**config.mk**
```make
export PLATFORM = sky130hd
export DESIGN_NAME = quad_encoder_gen
export DESIGN_NICKNAME = d
export VERILOG_FILES = /design/src/rtl/quad_encoder_gen_pkg.sv /design/src/rtl/quad_encoder_gen_edge_interval_counter.sv /design/src/rtl/quad_encoder_gen.sv
export SDC_FILE = /design/constraint.sdc
export NUM_CORES = 1
export LEC_CHECK = 0
export BUFFER_PORTS_ARGS = -buffer_cell sky130_fd_sc_hd__buf_4
export CELL_PAD_IN_SITES_DETAIL_PLACEMENT = 1
export CELL_PAD_IN_SITES_GLOBAL_PLACEMENT = 1
export CORE_MARGIN = 8
export CORE_UTILIZATION = 39
export CTS_CLUSTER_SIZE = 28
export DETAILED_ROUTE_END_ITERATION = 10
export GPL_TIMING_DRIVEN = 0
export PLACE_DENSITY_LB_ADDON = 0.1
export SLEW_MARGIN = 20
export SYNTH_ARGS = -nofsm -noshare
export SYNTH_HDL_FRONTEND = slang
export SYNTH_SLANG_ARGS = --single-unit
```
**constraint.sdc**
```tcl
create_clock -name clk_i -period 2.6 [get_ports clk_i]
set_input_delay 0.39 -clock clk_i [delete_from_list [all_inputs] [get_ports clk_i]]
set_output_delay 0.39 -clock clk_i [all_outputs]
set_load 0.01 [all_outputs]
```
**src/rtl/quad_encoder_gen_pkg.sv**
```systemverilog
// Shared definitions for the quadrature encoder signal generator.
//   state_t      : two-state command FSM (IDLE / RUN)
//   phase_t      : 2-bit quadrature phase
//   phase_step   : advance the phase one edge in the given direction
//   phase_to_ti  : phase -> {ti1, ti2} Gray-code mapping (one bit changes per step)
package quad_encoder_gen_pkg;

  typedef enum logic {
    IDLE = 1'b0,
    RUN  = 1'b1
  } state_t;

  typedef logic [1:0] phase_t;

  // dir = 0 counts up (TI1 leads), dir = 1 counts down (TI2 leads).
  function automatic phase_t phase_step(input phase_t phase, input logic dir);
    return dir ? phase_t'(phase - 2'd1) : phase_t'(phase + 2'd1);
  endfunction

  // Returns {ti1, ti2}.
  function automatic logic [1:0] phase_to_ti(input phase_t phase);
    logic [1:0] ti;
    case (phase)
      2'd0:    ti = 2'b00;
      2'd1:    ti = 2'b10;
      2'd2:    ti = 2'b11;
      default: ti = 2'b01;
    endcase
    return ti;
  endfunction

endpackage

```
**src/rtl/quad_encoder_gen_edge_interval_counter.sv**
```systemverilog
// Edge interval counter: counts enabled cycles and raises tick_o on the cycle
// the count reaches period_i, then restarts from zero.
//   clk_i    : clock
//   rst_i    : synchronous active-high reset
//   clear_i  : restart the interval (command accepted)
//   run_i    : count this cycle (running, enabled, not aborted)
//   period_i : interval length in cycles, must be >= 1
//   tick_o   : combinational, high on the cycle an edge is due
module edge_interval_counter #(
  parameter int PER_W = 16
) (
  input  logic             clk_i,
  input  logic             rst_i,
  input  logic             clear_i,
  input  logic             run_i,
  input  logic [PER_W-1:0] period_i,
  output logic             tick_o
);

  logic [PER_W-1:0] cnt_q;

  // Comparing against period-1 makes the edge land on the period-th counted
  // cycle, so period 1 yields one edge every cycle.
  assign tick_o = run_i && (cnt_q == period_i - PER_W'(1));

  always_ff @(posedge clk_i) begin
    if (rst_i || clear_i) begin
      cnt_q <= '0;
    end else if (run_i) begin
      cnt_q <= tick_o ? '0 : cnt_q + PER_W'(1);
    end
  end

endmodule

```
**src/rtl/quad_encoder_gen.sv**
```systemverilog
// Quadrature encoder signal generator. Accepts a command (direction, number of
// edges, edge interval) and emits that many quadrature edges on ti1_o/ti2_o,
// tracking a signed position. Phase and position persist across commands.
//   clk_i, rst_i      : clock, synchronous active-high reset
//   en_i              : global enable (pauses timing, blocks new commands)
//   cmd_valid_i/ready : command handshake
//   cmd_dir_i         : 0 = up, 1 = down
//   cmd_steps_i       : number of edges (0 completes immediately)
//   period_i          : cycles between edges (0 behaves as 1)
//   abort_i           : cancel a running command without done_o
//   ti1_o, ti2_o      : registered quadrature outputs
//   pos_o             : two's-complement edge position, wraps modulo 2^CNT_W
//   busy_o, done_o    : running flag, completion pulse
module quad_encoder_gen #(
  parameter int CNT_W = 16,
  parameter int PER_W = 16
) (
  input  logic             clk_i,
  input  logic             rst_i,
  input  logic             en_i,
  input  logic             cmd_valid_i,
  output logic             cmd_ready_o,
  input  logic             cmd_dir_i,
  input  logic [CNT_W-1:0] cmd_steps_i,
  input  logic [PER_W-1:0] period_i,
  input  logic             abort_i,
  output logic             ti1_o,
  output logic             ti2_o,
  output logic [CNT_W-1:0] pos_o,
  output logic             busy_o,
  output logic             done_o
);

  import quad_encoder_gen_pkg::*;

  state_t           state_q;
  phase_t           phase_q;
  logic             dir_q;
  logic [CNT_W-1:0] remaining_q;
  logic [PER_W-1:0] period_q;

  logic             accept;
  logic             run_en;
  logic             edge_tick;
  logic [PER_W-1:0] period_eff;
  phase_t           phase_nxt;

  assign cmd_ready_o = (state_q == IDLE) && en_i && !rst_i;
  assign accept      = cmd_valid_i && cmd_ready_o;
  assign busy_o      = (state_q == RUN);
  assign period_eff  = (period_i == '0) ? PER_W'(1) : period_i;
  assign phase_nxt   = phase_step(phase_q, dir_q);

  // Freezing the counter on abort is what lets abort win over a due edge.
  assign run_en = (state_q == RUN) && en_i && !abort_i;

  edge_interval_counter #(
    .PER_W (PER_W)
  ) u_interval (
    .clk_i    (clk_i),
    .rst_i    (rst_i),
    .clear_i  (accept),
    .run_i    (run_en),
    .period_i (period_q),
    .tick_o   (edge_tick)
  );

  // NOTE: sequential state uses non-blocking assignments only, so every
  // right-hand side reads the pre-edge value regardless of statement order.
  always_ff @(posedge clk_i) begin
    if (rst_i) begin
      state_q     <= IDLE;
      phase_q     <= '0;
      dir_q       <= 1'b0;
      remaining_q <= '0;
      period_q    <= PER_W'(1);
      ti1_o       <= 1'b0;
      ti2_o       <= 1'b0;
      pos_o       <= '0;
      done_o      <= 1'b0;
    end else begin
      done_o <= 1'b0;
      case (state_q)
        IDLE: begin
          if (accept) begin
            dir_q       <= cmd_dir_i;
            remaining_q <= cmd_steps_i;
            period_q    <= period_eff;
            if (cmd_steps_i == '0) begin
              done_o <= 1'b1;
            end else begin
              state_q <= RUN;
            end
          end
        end
        RUN: begin
          if (abort_i) begin
            state_q <= IDLE;
          end else if (edge_tick) begin
            phase_q          <= phase_nxt;
            {ti1_o, ti2_o}   <= phase_to_ti(phase_nxt);
            pos_o            <= dir_q ? pos_o - CNT_W'(1) : pos_o + CNT_W'(1);
            remaining_q      <= remaining_q - CNT_W'(1);
            if (remaining_q == CNT_W'(1)) begin
              state_q <= IDLE;
              done_o  <= 1'b1;
            end
          end
        end
      endcase
    end
  end

endmodule

```
==> After elaboration in Yosys (flattened, before gate mapping) <==
Cells that the tools add are included.
{ "word_totals": {"reg_bits": 71, "output_inout_bits": 21} }
{ "classes": {"n_addsub": 7, "mux": 21, "n_reduce_logical": 15, "n_eq_ne": 7, "n_bitwise": 2} }
{ "ops": {"columns": ["op", "n"], "rows": [
  ["$mux 16", 6],
  ["$sub 16x1->16 const B", 3],
  ["$add 16x1->16 const B", 2],
  ["$logic_not 16->1", 2],
  ["$pmux 16 s2", 1],
  ["$eq 16x1->1 const B", 1],
  ["$eq 16x16->1", 1],
  ["$mux 1", 10],
  ["$logic_and 1x1->1", 6],
  ["$pmux 2 s3", 1],
  ["$reduce_and 3->1", 2],
  ["$ne 2x1->1 const B", 2],
  ["$pmux 1 s2", 2],
  ["$add 2x1->2 const B", 1],
  ["$eq 2x1->1 const B", 1],
  ["$eq 2x2->1 const B", 1],
  ["$logic_not 1->1", 2],
  ["$logic_not 2->1", 1],
  ["$mux 2", 1],
  ["$ne 2x2->1 const B", 1],
  ["$not 1->1", 2],
  ["$reduce_and 2->1", 1],
  ["$sub 2x1->2 const B", 1],
  ["$logic_or 1x1->1", 1]
]} }

==> Logic depth before layout (Yosys ltp) <==
Gate-level depths: netlist of run 1.
{ "depth": {"depth_word": 6, "depth_mapped": 12} }

==> By module <==
A second synthesis of run 1 with hierarchy kept.
{ "hier_totals": {"hier_cells": 565, "hier_area_um2": 4449.3} }
{ "modules_own_cells": {"columns": ["mod", "area_each_um2", "n_inst", "cells_per_inst"], "rows": [
  ["quad_encoder_gen", 3216.8, 1, 413],
  ["edge_interval_counter", 1232.4, 1, 152]
]} }

==> Least setup slack after synthesis of run 1 <==
Ideal clock, no wire load.
{ "synth_timing": {"path_kind": "register -> register", "from": "reg period_q[0]", "to": "reg pos_o[15]", "required_time_ns": 2.477, "setup_time_ns": 0.123, "path_slack_ns": -0.195, "path_stages_with_launch": 12, "arrival_ns": 2.672, "period_less_slack_ns": 2.795, "cell_sequence": "dfxtp_1 > inv_1 > ha_1 > nor4b_1 > o2111ai_1 > nand3b_1 > o221a_2 > and4b_4 > and2_1 > buf_4 > o311ai_1 > mux2_1"} }
{ "synth_via": {"elab_chain_len": 4} }
{ "synth_lines": {"columns": ["element", "line_no", "text"], "rows": [
  ["start: declaration", "quad_encoder_gen.sv:40", "logic [PER_W-1:0] period_q;"],
  ["start signal: assignment", "quad_encoder_gen.sv:88", "period_q <= period_eff;"],
  ["$sub 16x1->16", "quad_encoder_gen_edge_interval_counter.sv:24", "assign tick_o = run_i && (cnt_q == period_i - PER_W'(1));"],
  ["$eq 16x16->1", "quad_encoder_gen_edge_interval_counter.sv:24", null],
  ["$logic_and 1x1->1", "quad_encoder_gen_edge_interval_counter.sv:24", null],
  ["$reduce_and 3->1 (no line)", null, null],
  ["end signal: assignment", "quad_encoder_gen.sv:102", "pos_o <= dir_q ? pos_o - CNT_W'(1) : pos_o + CNT_W'(1);"],
  ["end: declaration", "quad_encoder_gen.sv:29", "output logic [CNT_W-1:0] pos_o,"]
]} }
Every way passes these cells.
A chain may end at the register's enable or synchronous reset.

==> Worst setup path in the final report of run 1 <==
{ "layout_timing": {"from": "reg period_q[1]", "to": "reg pos_o[15]"} }
The elaborated chain is that of the path after synthesis.

==> run summary, run 1 <==
Worst R2R Path Depth = 11
first-pass GRT wire length = 24,800 um
met1 usage = 23.4%
H-tree depth = 3
largest net degree at the start of global routing = 20
routed len/inst = 19.4 um
DR iter-0 viols = 239
endpoints failing hold = 0
crit-path max FO = 6
Clock Path Buffers = 2
Synth area leader = dfxtp_1
Slew Limit Fails = 0
WL final = 15,600 um
most frequent cell after synthesis = dfxtp_1
clock sinks = 71
syn_area_per_cell = 8.04 sq um
CP peak stage delay = 0.52 ns
failing checks = setup timing
post-route antenna net violation count = 0
Post-synth EDFFs = 0
WP data required = 2.83 ns
residual DRC count = 0
Syn Std Cell Area = 4490 sq um
synth warn = 0
io pins = 59
fillers = 1,314
Core Rows = 39
GR peak layer = met2
ANT cells = 0
die area = 15,200 sq um
Avg Vias per Cell = 5.68
Die X = 123 um
initial antenna violation count = 0
Buffers on Ports = 57
CP endpoint = pos_o[15]
met2 usage = 37.7%
core area = 11,300 sq um
count of state elements after synthesis = 71
fin crit share = 110%
layout cell share with drive strength beyond 1 = 30.0%
Cells after Synth = 559
capture point of the worst reg-to-reg path = pos_o[15]
Compound-Gate Fraction of Synth Area = 18.7%
final setup margin = -0.267 ns
Fin Setup TNS = -9.66 ns
via count = 4,587
R2R Setup Slk = -0.27 ns
CP max stage cell = or4b_4
simple-gate share of the synthesized area = 25.1%
Max IR drop VDD = 0.346 mV
Worst Hold Class = in2reg
cts hold-fix bufs = 0
mux cell area share after synthesis = 4.93%
maxcap violations = 0
Post-synth ARST share = 0%
Util after Layout = 54.8%
Synth Area in XOR/XNOR = 9.36%
worst rel slew slack = 42.8%
Critical Path AT = 3.10 ns
CTS tree = yes
startpoint types = flop
Synth area leaders = dfxtp_1, xnor2_1, nor2_1
Worst-path clk slew = 0.06 ns
initial core utilization = 39.7%
Synth-to-Final Area Change = 38.0%
f_max = 349 MHz
Yosys cell types = 64
DP Wirelength = 10,700 um
pre-CTS setup slack = -0.636 ns
Setup CP Type = reg2reg
slew of the pin with the lowest slew margin = 0.858 ns
Synthesized Nets = 616
router iterations before antenna repair = 4
total power = 2.90 mW
GP Congestion = 0.808
nets = 716
clk_lat worst skew = 0.34 ns
Total GRT Usage = 20.7%
vias in the first global route = 4,901
sequential share of the synthesized area = 31.6%
leakage = 2.33 nW
Root Driver = clkbuf_16
RR Startpoint = period_q[1]
met3 Resource Use GR = 3.33%
dominant synthesized flop cell = dfxtp_1
crit path cell chain = inv_4, ha_4, or4b_4, buf_6, a211oi_2, o221ai_1, nand3_1, and4b_4, and2_4, o311ai_4, mux2_4
minimum clock period = 2.87 ns
status = finished with violations
RSZ-0062 raised after global routing = true
Fin Clk Skew = 0.00655 ns
largest family of logic cells by synthesized area = simple AND/OR/NAND/NOR gates
die height = 123 um
Synth top cells by count = dfxtp_1, nor2_1, nand2_1, xnor2_1, o21ai_0
PwrDens = 468 nW/um^2
top cell type's share of synthesized area = 31.6%
crit path launch = period_q[1]
adder-cell share of the synthesized area = 5.46%
GRT overflow = 0
clock buffer count from CTS = 9
final number of setup-violating endpoints = 53
critical path capture point type = flop
flip-flops by register name, indices dropped and copies added (netlist names):
register,cells
busy_o,1
ti2_o,1
pos_o,16
ti1_o,1
remaining_q,16
done_o,1
dir_q,1
phase_q,2
period_q,16
u_interval.cnt_q,16
kinds of logic after synthesis:
kind of cell,after synthesis
simple gates,227
compound gates,122
xor+xnor,48
buf+inv,50
flops,71
mux,22
fa+ha+maj,19
cells in the final DEF, fill, tap and decap left out, drive strengths merged, types with 22 or more instances in the layout:
cell / Yosys / routed
a21oi: 25 / 25
buf: 11 / 104
clkbuf: 16 / 25
dfxtp: 71 / 71
inv: 23 / 23
nand2: 57 / 57
nand3: 22 / 22
nor2: 63 / 63
o21ai: 28 / 28
xnor2: 36 / 36
power by group:
group | internal [mW] | total, mW | switching [mW]
Clock | 0.695 | 1.18 | 0.483
Sequential | 1.12 | 1.17 | 0.0557
Combinational | 0.245 | 0.551 | 0.307
Total | 2.06 | 2.90 | 0.845
layer usage:
metal	vias to the layer above	part of all wire, %
met5	-	0
met4	0	2.6
met3	30	3.2
met2	78	52
met1	2264	42
li1	2215	-
critical path, delay by kind of cell (launching register included):
family | cells | cell delay (ns)
fa+ha+maj | 1 | 0.13
compound gates | 3 | 0.46
simple gates | 4 | 1.26
mux | 1 | 0.32
flops | 1 | 0.36
buf+inv | 2 | 0.21
worst min path at each step:
stage	start	to	slack, ns	depth (start not counted)
after CTS	period_i[3]	period_q[3]	0.25	3
after global placement	remaining_q[13]	remaining_q[13]	0.47	2
after detailed placement	ti1_o	ti1_o	0.48	2
after global routing	period_i[6]	period_q[6]	0.26	3
after floorplan	period_q[15]	period_q[15]	0.45	2
final	period_i[11]	period_q[11]	0.26	3
cell type report:
type	count	area, sq um	area share [%]
timing repair buffer	96	822	13.3
clock inverter	3	17.5	0.282
sequential	71	1450	23.3
inverter	23	91.3	1.47
tap	143	179	2.89
clock buffer	13	260	4.20
buffer	20	123	1.98
multi-input combinational	438	3260	52.6
through the flow:
| stage | hold WS [ns] | cell area [sq um] | cells |
|---|---|---|---|
| after global placement | 0.469 | 5140 | 759 |
| after detailed placement | 0.484 | 5140 | 759 |
| after floorplan | 0.449 | 4540 | 559 |
| final | 0.256 | 6200 | 807 |
| after CTS | 0.248 | 5850 | 792 |
| after global routing | 0.259 | 6200 | 807 |
what timing repair did:
action                                  in CTS  in global routing
buffers inserted                            20                 16
gates resized for setup                     65                 58
endpoints found under the setup margin      53                 54
pin swaps                                   40                 31
cloned                                       4                  0
Note: power is estimated with default switching activity, not from simulation.
==> run 2: changes to the inputs <==
--- a/config.mk
+++ b/config.mk
@@ -15,4 +15,5 @@
 export GPL_TIMING_DRIVEN = 0
 export PLACE_DENSITY_LB_ADDON = 0.1
+export SETUP_SLACK_MARGIN = 0.15
 export SLEW_MARGIN = 20
 export SYNTH_ARGS = -nofsm -noshare
==> constraint.sdc (replaced) <==
create_clock -name clk_i -period 2.6 [get_ports clk_i]
set_input_delay 0.13 -clock clk_i [delete_from_list [all_inputs] [get_ports clk_i]]
set_output_delay 0.13 -clock clk_i [all_outputs]
set_load 0.01 [all_outputs]
==> run 2 against run 1 <==
- flip-flop and latch count unchanged
- first-iteration DRC count increased by 1.7%
- register-to-register slack worse by 0.05 ns
- critical path type unchanged
- global-route usage up 0.82 points
- critical path depth is 3 higher
- clock skew is 0.0029 ns higher
- utilization is 2.8 points higher
- final area up 5.2%
- maximum frequency fell by 1.8%
- cell count is 2.7% higher
- clock power is 16% higher
- the run still ends with setup timing left
==> run summary, run 2 (synthesis gave the netlist of run 1 again) <==
status = finished with violations
failing checks = setup timing
routed len/inst = 20.5 um
die height = 123 um
commonest non-fill, non-tap cells in the layout = buf_4, dfxtp_1, nand2_1, nor2_1, xnor2_1
Worst-path clk slew = 0.06 ns
nets = 738
io pins = 59
Slew Limit Fails = 0
fin crit share = 112%
worst rel slew slack = 50.4%
crit path cell chain = buf_6, buf_6, buf_6, nor4_4, buf_4, buf_4, a211oi_1, o221ai_1, nand3_1, and4b_4, a21oi_4, buf_6, mux2i_1, a21oi_1
layout cell share with drive strength beyond 1 = 29.6%
met1 WL = 6760 um
CP peak stage delay = 0.33 ns
cell area after layout = 6520 sq um
via count = 4,825
Clock Path Buffers = 2
router iterations before antenna repair = 5
most frequent CP cell = buf_6
Synth-to-Final Area Change = 45.1%
endpoints failing hold = 0
ANT cells = 0
clock sinks = 71
WHS Path Cells = 3
Die X = 123 um
H-tree depth = 3
final setup margin = -0.321 ns
crit-path max FO = 6
GRT overflow = 0
maxcap violations = 0
most common cell after layout, fill and taps aside = buf_4
f_max = 342 MHz
minimum clock period = 2.92 ns
initial core utilization = 39.7%
placed cell area = 5170 sq um
metal2 WL = 9190 um
first-pass GRT wire length = 25,600 um
die area = 15,200 sq um
kind of cell adding the most delay to the critical path = buffers and inverters
total power = 3.14 mW
clk_lat worst skew = 0.35 ns
DP Wirelength = 10,900 um
largest net degree at the start of global routing = 20
DR iter-0 viols = 243
WP data required = 2.80 ns
GP Congestion = 0.827
Worst Hold Class = in2reg
Fin Setup TNS = -13.05 ns
final number of setup-violating endpoints = 53
Max IR drop VDD = 0.378 mV
Root Driver = clkbuf_16
RSZ-0062 raised after global routing = true
initial antenna violation count = 0
PwrDens = 482 nW/um^2
leakage = 2.48 nW
WL final = 17,000 um
met3 WL post-DR = 648 um
CP Buf/Inv Count = 6
Core Rows = 39
clock buffer count from CTS = 9
Fin Clk Skew = 0.00943 ns
Worst path depth = 14
Worst R2R Path Depth = 14
critical path capture point type = flop
vias in the first global route = 5,149
startpoint types = flop
CP max stage cell = nor4_4
Avg Vias per Cell = 5.82
post-route antenna net violation count = 0
Critical Path AT = 3.12 ns
Buffers on Ports = 57
Setup CP Type = reg2reg
CTS tree = yes
slew of the pin with the lowest slew margin = 0.745 ns
core area = 11,300 sq um
Util after Layout = 57.6%
residual DRC count = 0
Total GRT Usage = 21.6%
uppermost layer routed = met4
## run 2: worst paths after layout
check             slack [ns]              end    startpoint
hold reg to reg         0.49     period_q[15]  period_q[15]
setup / recovery       -0.32  remaining_q[13]   period_q[2]
setup reg to reg       -0.32  remaining_q[13]   period_q[2]
hold / removal          0.02      period_q[4]   period_i[4]
## run 2: repair_timing
action,4_1_cts,5_1_grt
hold buffers,12,0
pin swaps,16,30
setup buffers,30,8
endpoints found under the hold margin,12,0
gates cloned,3,1
gates resized for setup,64,56
setup endpoints to repair,54,54
## run 2: where the power goes
group          total (mW)  leakage (nW)  switching [mW]  internal [mW]
registers            1.17         0.578          0.0512           1.12
clock network        1.37         0.162           0.504          0.863
logic               0.605          1.74           0.338          0.268
## run 2: final cells by class
class                           instances  area (sq um)
Fill cell                            1331          4800
Sequential cell                        71          1440
Tap cell                              143           179
Clock inverter                          6          83.8
Inverter                               23          91.3
Clock buffer                           10           239
Buffer                                 27           191
Timing Repair Buffer                  110           958
Multi-Input combinational cell        439          3340
## run 2: worst min-delay path, cell delays in order
cell     delay, ns
buf_4         0.09
nand2_1       0.05
o31ai_1       0.06
## run 2: routing by layer
| layer | up-vias | GRT usage, % |
|---|---|---|
| met2 | 126 | 40.2 |
| met5 | - | 0 |
| li1 | 2260 | - |
| met1 | 2395 | 23.2 |
| met3 | 44 | 4.70 |
| met4 | 0 | 8.13 |
## run 2: per-stage QoR
| step | hold WS, ns | std cells | setup WS, ns |
|---|---|---|---|
| finish | 0.0175 | 829 | -0.321 |
| global route | 0.0132 | 829 | -0.481 |
| CTS | 0.00675 | 820 | -0.280 |
| detailed placement | 0.345 | 759 | -0.536 |
| global placement | 0.334 | 759 | -0.449 |
| floorplan | 0.238 | 559 | -0.113 |
==> run 3: changes to the inputs <==
- PLACE_DENSITY: unset -> 0.88
- PLACE_DENSITY_LB_ADDON: 0.1 -> unset
==> run 3 against run 2 <==
- the run ends with hold timing, setup timing left
- largest power group unchanged
- worst setup slack got worse by 0.080 ns
- routed wire length up 2.4%
- final area decreased by 6.4%
- highest routed layer unchanged
- utilization decreased by 3.7 points
- critical path type unchanged
==> run summary, run 3 (synthesis gave the netlist of run 1 again) <==
status = finished with violations
failing checks = hold timing, setup timing
die height = 123 um
pre-CTS setup slack = -0.459 ns
leakage = 2.30 nW
startpoint types = flop
core area = 11,300 sq um
Avg Vias per Cell = 6.09
RSZ-0062 raised after global routing = true
R2R Setup Slk = -0.40 ns
ANT cells = 0
placed cell area = 5170 sq um
router iterations before antenna repair = 5
WP data required = 2.80 ns
final std cells w/o fill = 801
final setup margin = -0.401 ns
clk_lat worst skew = 0.35 ns
WL final = 17,400 um
first-pass GRT wire length = 26,000 um
most common cell after layout, fill and taps aside = dfxtp_1
worst rel slew slack = 49.2%
clock buffer count from CTS = 9
critical path capture point type = flop
post-route antenna net violation count = 0
GP Congestion = 0.892
minimum clock period = 3.00 ns
Setup CP Type = reg2reg
Critical Path AT = 3.20 ns
routed len/inst = 21.7 um
commonest non-fill, non-tap cells in the layout = dfxtp_1, buf_4, nand2_1, nor2_1, xnor2_1
die area = 15,200 sq um
Buffers on Ports = 57
CP Buf/Inv Count = 2
GRT overflow = 0
Core Rows = 39
clock sinks = 71
CP peak stage delay = 0.56 ns
final number of setup-violating endpoints = 54
H-tree depth = 3
crit-path max FO = 6
f_max = 333 MHz
Worst-path clk slew = 0.06 ns
Util after Layout = 53.9%
initial antenna violation count = 0
Placed Cells = 759
Clock Path Buffers = 2
nets = 710
Fin Clk Skew = 0.00848 ns
endpoints failing hold = 2
Die X = 123 um
via count = 4,877
vias in the first global route = 5,245
io pins = 59
PwrDens = 491 nW/um^2
largest net degree at the start of global routing = 20
slew of the pin with the lowest slew margin = 0.763 ns
CTS tree = yes
layout cell share with drive strength beyond 1 = 26.7%
Max IR drop VDD = 0.357 mV
Slew Limit Fails = 0
initial core utilization = 39.7%
DR iter-0 viols = 381
Synth-to-Final Area Change = 35.9%
CP max stage cell = or4_4
hold slack = -0.00265 ns
fin crit share = 115%
crit path cell chain = buf_6, or4_4, or4_4, a32oi_2, o31ai_4, and4b_4, a21oi_4, buf_6, mux2i_1, a21oi_1
kind of cell adding the most delay to the critical path = simple AND/OR/NAND/NOR gates
total power = 3.00 mW
Worst Hold Class = in2reg
residual DRC count = 0
DP Wirelength = 11,000 um
Total GRT Usage = 21.7%
Root Driver = clkbuf_16
Fin Setup TNS = -16.63 ns
maxcap violations = 0
cell area after layout = 6110 sq um
## run 3: path summary, 6_finish.rpt
check	cells past startpoint	start	to
worst min register to register	2	period_q[15]	period_q[15]
worst min-delay path	3	period_i[9]	period_q[9]
worst max-delay path	10	period_q[2]	remaining_q[12]
worst max register to register	10	period_q[2]	remaining_q[12]
## run 3: timing repair
action | in CTS | in global routing
resized for setup | 42 | 48
gates cloned | 0 | 2
setup buffers | 14 | 5
hold buffers | 6 | 0
setup endpoints to repair | 55 | 59
pin swaps | 16 | 20
endpoints found under the hold margin | 6 | 0
## run 3: power breakdown
| group | switching, mW | internal [mW] | total, mW |
|---|---|---|---|
| combinational | 0.329 | 0.243 | 0.572 |
| clock | 0.512 | 0.739 | 1.25 |
| sequential | 0.0550 | 1.12 | 1.18 |
| total | 0.896 | 2.10 | 3.00 |
## run 3: layer usage
| metal | track usage [%] | part of all wire (%) | vias up |
|---|---|---|---|
| li1 | - | - | 2196 |
| met1 | 23.1 | 38 | 2404 |
| met2 | 38.9 | 52 | 203 |
| met3 | 5.34 | 5.8 | 74 |
| met4 | 11.9 | 4.4 | 0 |
| met5 | 0 | 0 | - |
## run 3: layout make-up
cell class / instances / area (sq um)
Tap cell: 143 / 179
Fill cell: 1336 / 5220
Multi-Input combinational cell: 438 / 3230
Clock inverter: 6 / 61.3
Buffer: 26 / 169
Inverter: 23 / 86.3
Timing Repair Buffer: 84 / 724
Sequential cell: 71 / 1430
Clock buffer: 10 / 229
## run 3: worst min-delay path, cell delays in order
cell and delay (ns):
buf_4 0.08, nand2_1 0.04, o21ai_0 0.06
